<file path="src/rtl/alu_exec_ctrl.sv">
// Execute-phase sequencer for register-to-register ALU ops.
// Walks LDY/EXE/WB around the shared ALU and counts completed ops.
module alu_exec_ctrl (
  input  logic       clock,
  input  logic       clear,
  input  logic       start,
  input  logic [4:0] opcode,
  input  logic [3:0] ra,
  input  logic [3:0] rb,
  input  logic [3:0] rc,
  output logic       ready,
  output logic       done,
  output logic       err,
  output logic       reg_out_en,
  output logic [3:0] reg_out_sel,
  output logic       reg_in_en,
  output logic [3:0] reg_in_sel,
  output logic       y_in,
  output logic       z_in,
  output logic       zlow_out,
  output logic [4:0] alu_select,
  output logic [15:0] op_count
);

  typedef enum logic [2:0] {
    S_IDLE,
    S_LDY,
    S_EXE,
    S_WB,
    S_DONE
  } state_t;

  state_t      state_q;
  logic [4:0]  op_q;
  logic [3:0]  ra_q;
  logic [3:0]  rb_q;
  logic [3:0]  rc_q;
  logic        err_q;
  logic [15:0] cnt_q;

  function automatic logic is_unary(input logic [4:0] op);
    return (op == 5'b01110) || (op == 5'b01111);
  endfunction

  function automatic logic is_legal(input logic [4:0] op);
    return (op <= 5'b01000) || is_unary(op);
  endfunction

  always_ff @(posedge clock) begin
    if (clear) begin
      state_q <= S_IDLE;
      op_q    <= '0;
      ra_q    <= '0;
      rb_q    <= '0;
      rc_q    <= '0;
      err_q   <= 1'b0;
      cnt_q   <= '0;
    end else begin
      unique case (state_q)
        S_IDLE: begin
          if (start) begin
            op_q  <= opcode;
            ra_q  <= ra;
            rb_q  <= rb;
            rc_q  <= rc;
            err_q <= !is_legal(opcode);
            state_q <= is_legal(opcode) ? S_LDY : S_DONE;
          end
        end
        S_LDY: state_q <= S_EXE;
        S_EXE: state_q <= S_WB;
        S_WB: begin
          state_q <= S_DONE;
          // count lands together with the done pulse
          if (cnt_q != 16'hFFFF) cnt_q <= cnt_q + 16'd1;
        end
        S_DONE: state_q <= S_IDLE;
        default: state_q <= S_IDLE;
      endcase
    end
  end

  always_comb begin
    ready       = 1'b0;
    done        = 1'b0;
    err         = 1'b0;
    reg_out_en  = 1'b0;
    reg_out_sel = '0;
    reg_in_en   = 1'b0;
    reg_in_sel  = '0;
    y_in        = 1'b0;
    z_in        = 1'b0;
    zlow_out    = 1'b0;
    alu_select  = '0;
    unique case (state_q)
      S_IDLE: ready = 1'b1;
      S_LDY: begin
        reg_out_en  = 1'b1;
        reg_out_sel = rb_q;
        y_in        = 1'b1;
      end
      S_EXE: begin
        alu_select = op_q;
        z_in       = 1'b1;
        if (!is_unary(op_q)) begin
          reg_out_en  = 1'b1;
          reg_out_sel = rc_q;
        end
      end
      S_WB: begin
        zlow_out   = 1'b1;
        reg_in_en  = 1'b1;
        reg_in_sel = ra_q;
      end
      S_DONE: begin
        done = 1'b1;
        err  = err_q;
      end
      default: ;
    endcase
  end

  assign op_count = cnt_q;

endmodule

</file>
<file path="config.mk">
export PLATFORM = sky130hd
export DESIGN_NAME = alu_exec_ctrl
export DESIGN_NICKNAME = d
export VERILOG_FILES = /design/src/rtl/alu_exec_ctrl.sv
export SDC_FILE = /design/constraint.sdc
export NUM_CORES = 1
export LEC_CHECK = 0
export BUFFER_PORTS_ARGS = -buffer_cell sky130_fd_sc_hd__buf_2
export CORE_MARGIN = 1
export CORE_UTILIZATION = 35
export DETAILED_ROUTE_END_ITERATION = 8
export PLACE_DENSITY = 0.59
export SLEW_MARGIN = 20
export SYNTH_ARGS = -nofsm -noshare
export SYNTH_HDL_FRONTEND = slang
export SYNTH_SLANG_ARGS = --single-unit
</file>
<file path="constraint.sdc">
create_clock -name clock -period 1.74 [get_ports clock]
set_input_delay 0.348 -clock clock [delete_from_list [all_inputs] [get_ports clock]]
set_output_delay 0.348 -clock clock [all_outputs]
set_load 0.005 [all_outputs]
</file>
Word level (Yosys, flattened, before mapping)
Index checks and enable logic that the tools add are counted.
- bits in registers: 37
- input bits: 20
- $add $sub $neg: 1
- order comparisons: 1
- equal/unequal tests: 10
- multiplexer cells: 15
- reduce and logical (&&, ||, !) cells: 7
- operators by type and width (operator ; number):
    equality test 5 x 4 -> 1 bit (second input constant) ; 4
    adder 16 x 1 -> 16 bit (second input constant) ; 1
    != test 16 bit (second input constant) ; 1
    one-hot mux 3 bit (4 select lines) ; 1
    two-way mux 4 bit ; 2
    one-hot mux 4 bit (2 select lines) ; 1
    two-way mux 1 bit ; 7
    equality test 3 x 2 -> 1 bit (second input constant) ; 2
    two-way mux 3 bit ; 2
    <= comparator 5 x 4 -> 1 bit (second input constant) ; 1
    two-way mux 5 bit ; 1
    AND reduction 2 bit ; 2
    equality test 3 x 1 -> 1 bit (second input constant) ; 1
    equality test 3 bit (second input constant) ; 1
    logical NOT 3 bit ; 1
    logical OR 1 bit ; 3
    != test 2 bit (second input constant) ; 1
    one-hot mux 1 bit (2 select lines) ; 1
    logical NOT 1 bit ; 1

Depth between registers and ports, before layout
Gate-level depths: netlist of run 1.
- word-level depth: 6
- gate-level depth with buffers: 7
- depth with buffers taken out: 5

Worst setup path before layout of run 1
No wires, ideal clock.
- path type: flip-flop to output port
- from: register state_q[1]
- to: output port reg_out_sel[0]
- arrival time: 1.302 ns
- required time: 1.392 ns
- path slack: 0.090 ns
- stages on the path, launching flop included: 5
- buffers on the path: 1
- path through: dfxtp_1 -> buf_2 -> nor3b_1 -> and2_1 -> a22o_1
- longest elaborated chain between the ends: 2
- elaborated cells between the ends (all ways): 3
- those cells by class: eq/ne: 2; mux: 1
- RTL lines (element ; RTL line ; RTL):
    start: declaration ; 33 ; state_t state_q;
    start signal: assignment ; 67 ; state_q <= is_legal(opcode) ? S_LDY : S_DONE;
    equality test 3 x 2 -> 1 bit / equality test 3 x 1 -> 1 bit (equally long branches) ; 95 ; unique case (state_q)
    one-hot mux 4 bit (2 select lines) * ; 95 ;
    end: declaration ; 15 ; output logic [3:0] reg_out_sel,
Every way passes the cells marked *; elsewhere a longest branch is shown, timed or not.

Worst setup path after layout of run 1
- from: register state_q[1]
- to: output port reg_out_en
- longest elaborated chain between the ends: 2
- elaborated cells between the ends (all ways): 3
- those cells by class: eq/ne: 2; mux: 1
- RTL lines (element ; RTL line ; RTL):
    equality test 3 x 2 -> 1 bit / equality test 3 x 1 -> 1 bit (equally long branches) ; 95 ;
    one-hot mux 1 bit (2 select lines) * ; 95 ;
    end: declaration ; 14 ; output logic reg_out_en,
Marks and branches as above.

==> flow_metrics.py, run 1 <==
metrics = {
    "timing": {
        "final-setup-viol-count": 0,
        "hold-worst-slack_ns": 0.296,
        "fin_skew_ns": 0.00657,
        "setup_tns_ns": 0,
        "slew_headroom_pct": 73.2,
        "fin_crit_sh_pct": 97.7,
        "hold_violations": 0,
        "fmax_ghz": 0.588,
        "setup_ws_ns": 0.0408,
        "rsz0062_at_grt": "true",
        "tightest_slew_ns": 0.400,
        "fin_crit_ns": 1.70,
        "finalMaxSlewViolations": 0,
    },
    "cells_and_area": {
        "antenna_cells": 0,
        "design_area_sq_mm": 0.00245,
        "final_common_cell": "buf_2",
        "nets": 311,
        "final_cell_mix": "buf_2, nand2_1, dfxtp_1, a21oi_1, buf_4",
        "syn_to_final_growth_pct": 35.7,
        "utilization_pct": 50.5,
        "final_layout_size_suffix_gt1_share_pct": 35.4,
    },
    "worst_setup_path": {
        "critPathArrivalTime_ns": 1.35,
        "crit_path_end_kind": "primary output",
        "cp-start-kind": "flop",
        "crit_type": "flop to primary output",
        "worstPathMaxFanout": 6,
        "r2r_cells": 5,
        "rr_endpoint": "op_count[12]",
        "rrSetupSlack_ns": 0.13,
        "startpoint": "state_q[1]",
        "crit_end": "reg_out_en",
        "r2r_start": "op_count[1]",
        "cp.required_ns": 1.39,
    },
    "yosys": {
        "netlist_area_sq_mm": 0.00180,
        "synth_mux_area_share_pct": 1.18,
        "yosys.area.top_type_share_pct": 41.1,
        "avgSynthCellArea_sq_um": 8.28,
        "synth_warnings": 0,
        "synth_top_cell_by_area": "dfxtp_1",
        "synthArstFlopShare_pct": 0,
        "synth_flop_cell": "dfxtp_1",
        "synth_top_family_by_area": "simple AND/OR/NAND/NOR gates",
        "yosys.area_share.simple_pct": 32.7,
        "synthAdderAreaFrac_pct": 0.693,
        "ys_ff_latch": 37,
        "synth_compound_area_share_pct": 18.6,
        "synthTopCellsByArea": "dfxtp_1, nand2_1, a21oi_1",
        "synth_edf_count": 0,
        "synth.distinct_cells": 45,
        "syn_nets": 239,
        "syn_inst": 218,
        "synth_xor_area_share_pct": 0.485,
        "seq_area_frac_synth_pct": 41.1,
    },
    "clocking": {
        "path_clk_slew_ns": 0.08,
        "cts_max_path_buffers": 2,
        "cts_sinks": 37,
        "clkLatencyLatePin_ns": 0.28,
        "tritoncts": "done",
        "cts_hold_buf": 0,
        "ctsRootBufferMaster": "clkbuf_8",
        "htreeDepth": 2,
        "cts_made_buffers": 5,
    },
    "power_and_ir_drop": {
        "power_frac_clock_pct": 39.9,
        "netSwitchingFraction_pct": 23.2,
        "p_leak_nw": 1.10,
        "p_seq_share_pct": 48.2,
        "powerDensity_mw_per_mm2": 777,
        "ir_worst_vdd_uv": 489,
        "p_int_mw": 1.46,
        "power_switching_mw": 0.441,
        "combinationalPowerShare_pct": 11.9,
    },
    "routing": {
        "ant_nets": 0,
        "drt_wl_total_microns": 4460,
        "drt-initial-drc-count": 78,
        "wire_per_inst_microns": 12.4,
        "drc": 0,
        "drt_pass1_iterations": 4,
        "vias": 1785,
        "viasPerCell": 4.99,
    },
    "floorplan": {
        "ios": 57,
        "initial_core_util_pct": 37.2,
        "die_y_microns": 73.8,
        "placementRows": 25,
        "dieArea_sq_mm": 0.00545,
        "core_area_sq_mm": 0.00485,
        "fp.dieW_microns": 73.8,
    },
    "worst_hold_path": {
        "hold_depth": 3,
        "hold_path_class": "primary input to flop",
    },
    "place": {
        "pre_cts_ws_ns": 0.0202,
        "gp_congestion": 0.754,
        "hpwl_microns": 3240,
        "detailed_place.area_sq_mm": 0.00223,
        "port_buffers": 56,
    },
    "global_route": {
        "antenna_found_initial": 0,
        "first_global_vias": 1564,
        "grt_pass1_wl_microns": 7170,
        "track_usage_pct": 17.1,
        "grt-ovfl-total": 0,
        "grt_max_degree": 22,
    },
    "run_status": {
        "status": "finished clean",
    },
    "job": {
        "cap_violations": 0,
    },
}
per-layer routing:
layer | GRT usage, % | vias to the layer above | part of all wire (%)
met5 | 0 | - | 0
met4 | 5.77 | 0 | 0.61
met2 | 25.3 | 31 | 44
met3 | 3.29 | 2 | 4.0
li1 | - | 934 | -
met1 | 24.8 | 818 | 51
worst min path at each step:
stage | end | startpoint | slack, ns
6_report | rc_q[3] | rc[3] | 0.30
5_1_grt | ra_q[0] | ra[0] | 0.30
4_1_cts | rc_q[1] | rc[1] | 0.29
3_3_place_gp | ra_q[1] | ra_q[1] | 0.44
3_5_place_dp | ra_q[0] | ra_q[0] | 0.44
2_1_floorplan | op_q[0] | op_q[0] | 0.43
worst max-delay path: stages (launching register included):
cell and delay [ns]:
dfxtp_4 0.38, nor3b_4 0.16, and2_4 0.18, or2_4 0.24, buf_6 0.11
cell usage after synthesis, drive strengths merged, types with 2 or more instances:
| library cell | count |
|---|---|
| a211oi | 2 |
| a21oi | 30 |
| a22o | 4 |
| a31oi | 2 |
| and2 | 13 |
| and3 | 3 |
| and4 | 4 |
| buf | 9 |
| clkbuf | 4 |
| dfxtp | 37 |
| inv | 2 |
| nand2 | 45 |
| nand3 | 4 |
| nand4 | 6 |
| nor2 | 5 |
| nor2b | 2 |
| nor3 | 4 |
| nor3b | 2 |
| nor4 | 3 |
| o21ai | 5 |
| o31ai | 7 |
| or3 | 5 |
| or4 | 7 |
stage by stage:
step	power [mW]	instances
6_report	1.90	358
5_1_grt	1.99	358
4_1_cts	1.91	356
3_5_place_dp	1.14	347
3_3_place_gp	1.14	347
2_1_floorplan	1.06	218
state kept, by name (all words and copies together), names as in the netlist:
| signal | cells |
|---|---|
| state_q | 3 |
| op_q | 5 |
| err_q | 1 |
| ra_q | 4 |
| rc_q | 4 |
| rb_q | 4 |
| op_count | 16 |
cells by family (layout without fill, tap and decap cells):
family	after synthesis	in the layout
buffers and inverters	16	89
AND/OR/NAND/NOR	106	106
flip-flops	37	37
XOR/XNOR	1	1
adder cells (fa/ha/maj)	1	1
multiplexers	2	2
AO/OA/AOI/OAI	55	55
final cells by class:
type                    instances  area, sq um
repair buffers                 78          459
clock inverters                 1         30.0
multi-input cells             165         1020
clock buffers                   7         86.3
well taps                      67         83.8
fillers                       497         2400
inverters                       3         16.3
flip-flops and latches         37          753
power groups by stage:
stage	Sequential, mW	Combinational [mW]	Clock (mW)
4_1_cts	0.916	0.213	0.784
3_3_place_gp	0.934	0.204	0
2_1_floorplan	0.920	0.141	0
6_report	0.917	0.227	0.760
3_5_place_dp	0.935	0.206	0
5_1_grt	0.921	0.258	0.814
what timing repair did:
action,4_1_cts,5_1_grt
pin swaps,0,5
setup buffers,1,3
endpoints found under the setup margin,15,14
gates resized for setup,10,12
No activity file was read; power rests on OpenSTA's default activity.
==> run 2: changes to the inputs <==
--- a/config.mk
+++ b/config.mk
@@ -7,4 +7,3 @@
 export LEC_CHECK = 0
-export BUFFER_PORTS_ARGS = -buffer_cell sky130_fd_sc_hd__buf_2
-export CORE_MARGIN = 1
+export BUFFER_PORTS_ARGS = -buffer_cell sky130_fd_sc_hd__buf_4
 export CORE_UTILIZATION = 35
--- a/constraint.sdc
+++ b/constraint.sdc
@@ -3,2 +3,2 @@
 set_output_delay 0.348 -clock clock [all_outputs]
-set_load 0.005 [all_outputs]
+set_load 0.02 [all_outputs]
==> flow_metrics.py, run 2 (synthesis gave the netlist of run 1 again) <==
metrics = {
    "run_status": {
        "status": "finished clean",
    },
    "global_route": {
        "track_usage_pct": 17.0,
        "antenna_found_initial": 0,
        "first_global_vias": 1552,
        "grt-ovfl-total": 0,
        "grt_pass1_wl_microns": 7070,
        "grt_max_degree": 39,
    },
    "floorplan": {
        "core_area_sq_mm": 0.00485,
        "dieArea_sq_mm": 0.00545,
        "ios": 57,
        "initial_core_util_pct": 37.2,
        "placementRows": 25,
        "fp.dieW_microns": 73.8,
        "die_y_microns": 73.8,
    },
    "routing": {
        "drt-initial-drc-count": 95,
        "drt_pass1_iterations": 4,
        "ant_nets": 0,
        "viasPerCell": 5.01,
        "vias": 1788,
        "drt_wl_total_microns": 4440,
        "wire_per_inst_microns": 12.4,
        "drc": 0,
    },
    "clocking": {
        "cts_max_path_buffers": 2,
        "clkLatencyLatePin_ns": 0.28,
        "tritoncts": "done",
        "cts_sinks": 37,
        "ctsRootBufferMaster": "clkbuf_8",
        "cts_hold_buf": 0,
        "htreeDepth": 2,
        "path_clk_slew_ns": 0.08,
        "cts_made_buffers": 5,
    },
    "cells_and_area": {
        "syn_to_final_growth_pct": 43.3,
        "nets": 310,
        "largest_reg_flops": 16,
        "final_cell_mix": "buf_4, nand2_1, a21oi_1, dfxtp_1, and2_1",
        "final_common_cell": "buf_4",
        "fillers": 465,
        "final_layout_size_suffix_gt1_share_pct": 36.2,
        "antenna_cells": 0,
    },
    "worst_setup_path": {
        "cp.required_ns": 1.39,
        "critPathArrivalTime_ns": 1.39,
        "cp-start-kind": "flop",
        "crit_type": "flop to primary output",
        "worstPathMaxFanout": 6,
        "crit_path_end_kind": "primary output",
    },
    "power_and_ir_drop": {
        "p_leak_nw": 1.10,
        "ir_worst_vdd_uv": 514,
        "powerDensity_mw_per_mm2": 757,
    },
    "place": {
        "pre_cts_ws_ns": 0.0686,
        "hpwl_microns": 3130,
        "gp_congestion": 0.750,
        "port_buffers": 56,
    },
    "timing": {
        "fin_crit_sh_pct": 99.9,
        "slew_headroom_pct": 68.6,
        "final-setup-viol-count": 0,
        "fin_skew_ns": 0.00290,
        "hold_violations": 0,
        "hold-worst-slack_ns": 0.303,
        "finalMaxSlewViolations": 0,
        "setup_tns_ns": 0,
        "rsz0062_at_grt": "true",
        "fin_crit_ns": 1.74,
        "fmax_ghz": 0.575,
        "tightest_slew_ns": 0.467,
        "setup_ws_ns": 0.000960,
    },
    "worst_hold_path": {
        "hold_path_class": "primary input to flop",
    },
    "job": {
        "cap_violations": 0,
    },
}
## run 2: cell count changes in the layout (fill, tap and decap cells not counted), moves of 3 or more
| cell | delta |
|---|---|
| buf_6 | +3 |
| buf_4 | +51 |
| dfxtp_1 | -3 |
| buf_2 | -55 |
| dfxtp_2 | +3 |
## run 2: layer usage
layer  share of wire [%]  vias up  global-route usage, %
met5                   0        -                      0
met4                 1.1        0                   5.77
met3                 4.0        4                   3.84
li1                    -      929                      -
met1                  50      816                   22.8
met2                  45       39                   26.8
## run 2: final cells by class
cell class              count  area (sq um)  share of cell area, %
inverters                   3          16.3                  0.629
well taps                  67          83.8                   3.24
clock buffers               7          86.3                   3.34
repair buffers             77           601                   23.2
flip-flops and latches     37           757                   29.3
multi-input cells         165          1010                   39.1
clock inverters             1          30.0                   1.16
## run 2: path summary, 6_finish.rpt
check                                  from        endpoint  slack [ns]  depth (start not counted)
worst min-delay path                  rb[3]         rb_q[3]        0.30                          3
worst max-delay path             state_q[1]  reg_out_sel[0]       0.001                          4
worst min register to register      ra_q[3]         ra_q[3]        0.45                          2
worst max register to register  op_count[0]    op_count[14]        0.11                          5
## run 2: report_power, final
part / internal, mW / switching (mW)
sequential: 0.887 / 0.0283
clock: 0.467 / 0.304
combinational: 0.132 / 0.139
## run 2: timing repair
action / in CTS / in global routing
resized for setup: 12 / 7
setup buffers: 3 / 1
pin swaps: 3 / 1
setup endpoints to repair: 11 / 12
## run 2: metrics by stage
| step | instance area, sq um | utilization [%] | cells | total power, mW |
|---|---|---|---|---|
| 6_report | 2580 | 53.3 | 357 | 1.96 |
| 5_1_grt | 2580 | 53.3 | 357 | 2.04 |
| 4_1_cts | 2550 | 52.6 | 356 | 1.98 |
| 3_5_place_dp | 2380 | 49.0 | 345 | 1.19 |
| 3_3_place_gp | 2380 | 49.0 | 345 | 1.19 |
| 2_1_floorplan | 1830 | - | 218 | 1.09 |
## run 2: worst max-delay path: stages (launching register included)
cell and delay (ns):
dfxtp_4 0.35, buf_6 0.12, nor3b_4 0.29, a22o_1 0.23, buf_6 0.12
==> run 3: changes to the inputs <==
--- a/config.mk
+++ b/config.mk
@@ -11,2 +11,3 @@
 export PLACE_DENSITY = 0.59
+export SETUP_SLACK_MARGIN = 0.15
 export SLEW_MARGIN = 20
==> constraint.sdc (replaced) <==
create_clock -name clock -period 1.74 [get_ports clock]
set_input_delay 0 -clock clock [delete_from_list [all_inputs] [get_ports clock]]
set_output_delay 0 -clock clock [all_outputs]
set_load 0.02 [all_outputs]
==> flow_metrics.py, run 3 (synthesis gave the netlist of run 1 again) <==
metrics = {
    "place": {
        "port_buffers": 56,
        "gp_congestion": 0.774,
        "dp_cells": 341,
        "hpwl_microns": 3150,
    },
    "routing": {
        "drc": 0,
        "drt_wl_total_microns": 5020,
        "wire_per_inst_microns": 13.3,
        "ant_nets": 0,
        "vias": 1907,
        "drt_pass1_iterations": 4,
        "viasPerCell": 5.06,
        "drt-initial-drc-count": 115,
    },
    "cells_and_area": {
        "largest_reg_flops": 16,
        "syn_to_final_growth_pct": 57.2,
        "regArea_sq_um": 764,
        "final_cell_mix": "buf_4, nand2_1, a21oi_1, dfxtp_1, dlygate4sd3_1",
        "layoutNonFillerInstCount": 377,
        "final_common_cell": "buf_4",
        "multi_input_comb_area_sq_mm": 0.00109,
        "utilization_pct": 58.5,
        "nets": 330,
        "antenna_cells": 0,
        "fillers": 459,
        "final_layout_size_suffix_gt1_share_pct": 40.3,
    },
    "floorplan": {
        "die_y_microns": 73.8,
        "ios": 57,
        "core_area_sq_mm": 0.00485,
        "fp.dieW_microns": 73.8,
        "initial_core_util_pct": 37.2,
        "placementRows": 25,
        "dieArea_sq_mm": 0.00545,
    },
    "timing": {
        "fin_skew_ns": 0.00703,
        "fmax_ghz": 0.639,
        "finalMaxSlewViolations": 0,
        "hold_violations": 0,
        "final-setup-viol-count": 0,
        "rsz0062_at_grt": "true",
        "tightest_slew_ns": 0.434,
        "hold-worst-slack_ns": 0.0413,
        "setup_tns_ns": 0,
        "slew_headroom_pct": 71.1,
        "fin_crit_sh_pct": 89.9,
        "fin_crit_ns": 1.57,
    },
    "global_route": {
        "antenna_found_initial": 0,
        "first_global_vias": 1693,
        "grt-ovfl-total": 0,
        "track_usage_pct": 18.8,
        "grt_pass1_wl_microns": 7760,
        "grt_max_degree": 39,
    },
    "power_and_ir_drop": {
        "total_power_mw": 1.96,
        "powerDensity_mw_per_mm2": 691,
        "p_leak_nw": 1.22,
        "ir_worst_vdd_uv": 328,
    },
    "clocking": {
        "path_clk_slew_ns": 0.08,
        "ctsRootBufferMaster": "clkbuf_8",
        "cts_made_buffers": 5,
        "clkLatencyLatePin_ns": 0.30,
        "cts_max_path_buffers": 2,
        "cts_sinks": 37,
        "tritoncts": "done",
        "htreeDepth": 2,
    },
    "run_status": {
        "status": "finished clean",
    },
    "worst_setup_path": {
        "crit_type": "flop to flop",
        "critPathArrivalTime_ns": 1.75,
        "cp-start-kind": "flop",
        "cp.required_ns": 1.93,
        "worstPathMaxFanout": 7,
        "crit_path_end_kind": "flop",
        "r2r_cells": 4,
    },
    "worst_hold_path": {
        "hold_path_class": "primary input to flop",
        "hold_depth": 3,
    },
    "job": {
        "cap_violations": 0,
    },
}
[run 3: cell count changes in the layout (fill, tap and decap cells not counted), sizes merged]
cell / previous run / this run
dlygate4sd3: 0 / 17
inv: 2 / 3
buf: 77 / 80
clkbuf: 7 / 5
clkinvlp: 0 / 1
[run 3: what timing repair did]
item                                   CTS  global route
endpoints found under the hold margin   17             0
setup endpoints to repair                8            19
hold buffers                            17             0
pin swaps                                1             9
gates cloned                             0             1
resized for setup                        5            24
buffers inserted                         3             7
[run 3: path summary, 6_finish.rpt]
kind                from           end  slack (ns)
min                start    state_q[0]        0.04
max reg2reg  op_count[9]  op_count[11]        0.17
max          op_count[9]  op_count[11]        0.17
min reg2reg      op_q[0]       op_q[0]        0.45
[run 3: per-stage QoR]
step	setup WS, ns	cell area [sq um]
2_1_floorplan	0.167	1850
3_3_place_gp	0.153	2370
3_5_place_dp	0.139	2370
4_1_cts	0.162	2690
5_1_grt	0.113	2840
6_report	0.175	2840
[run 3: per-layer routing]
layer	GRT usage (%)	wire [microns]
met5	0	0
met4	7.69	87
met3	4.39	154
met2	31.2	2440
met1	23.4	2330
[run 3: area by class of cell]
cell class | count | area share [%]
well taps | 67 | 2.96
multi-input cells | 165 | 38.4
inverters | 3 | 0.573
clock inverters | 3 | 1.63
repair buffers | 97 | 27.1
flip-flops and latches | 37 | 27.0
clock buffers | 5 | 2.43
[run 3: worst max-delay path, stage by stage, from the launching register on]
cell,delay [ns]
dfxtp_1,0.45
and3_1,0.23
and4_4,0.25
nor2b_2,0.18
mux2_2,0.34
[run 3: power breakdown]
part           switching (mW)  internal (mW)
clock                   0.333          0.429
combinational           0.153          0.143
sequential             0.0215          0.881
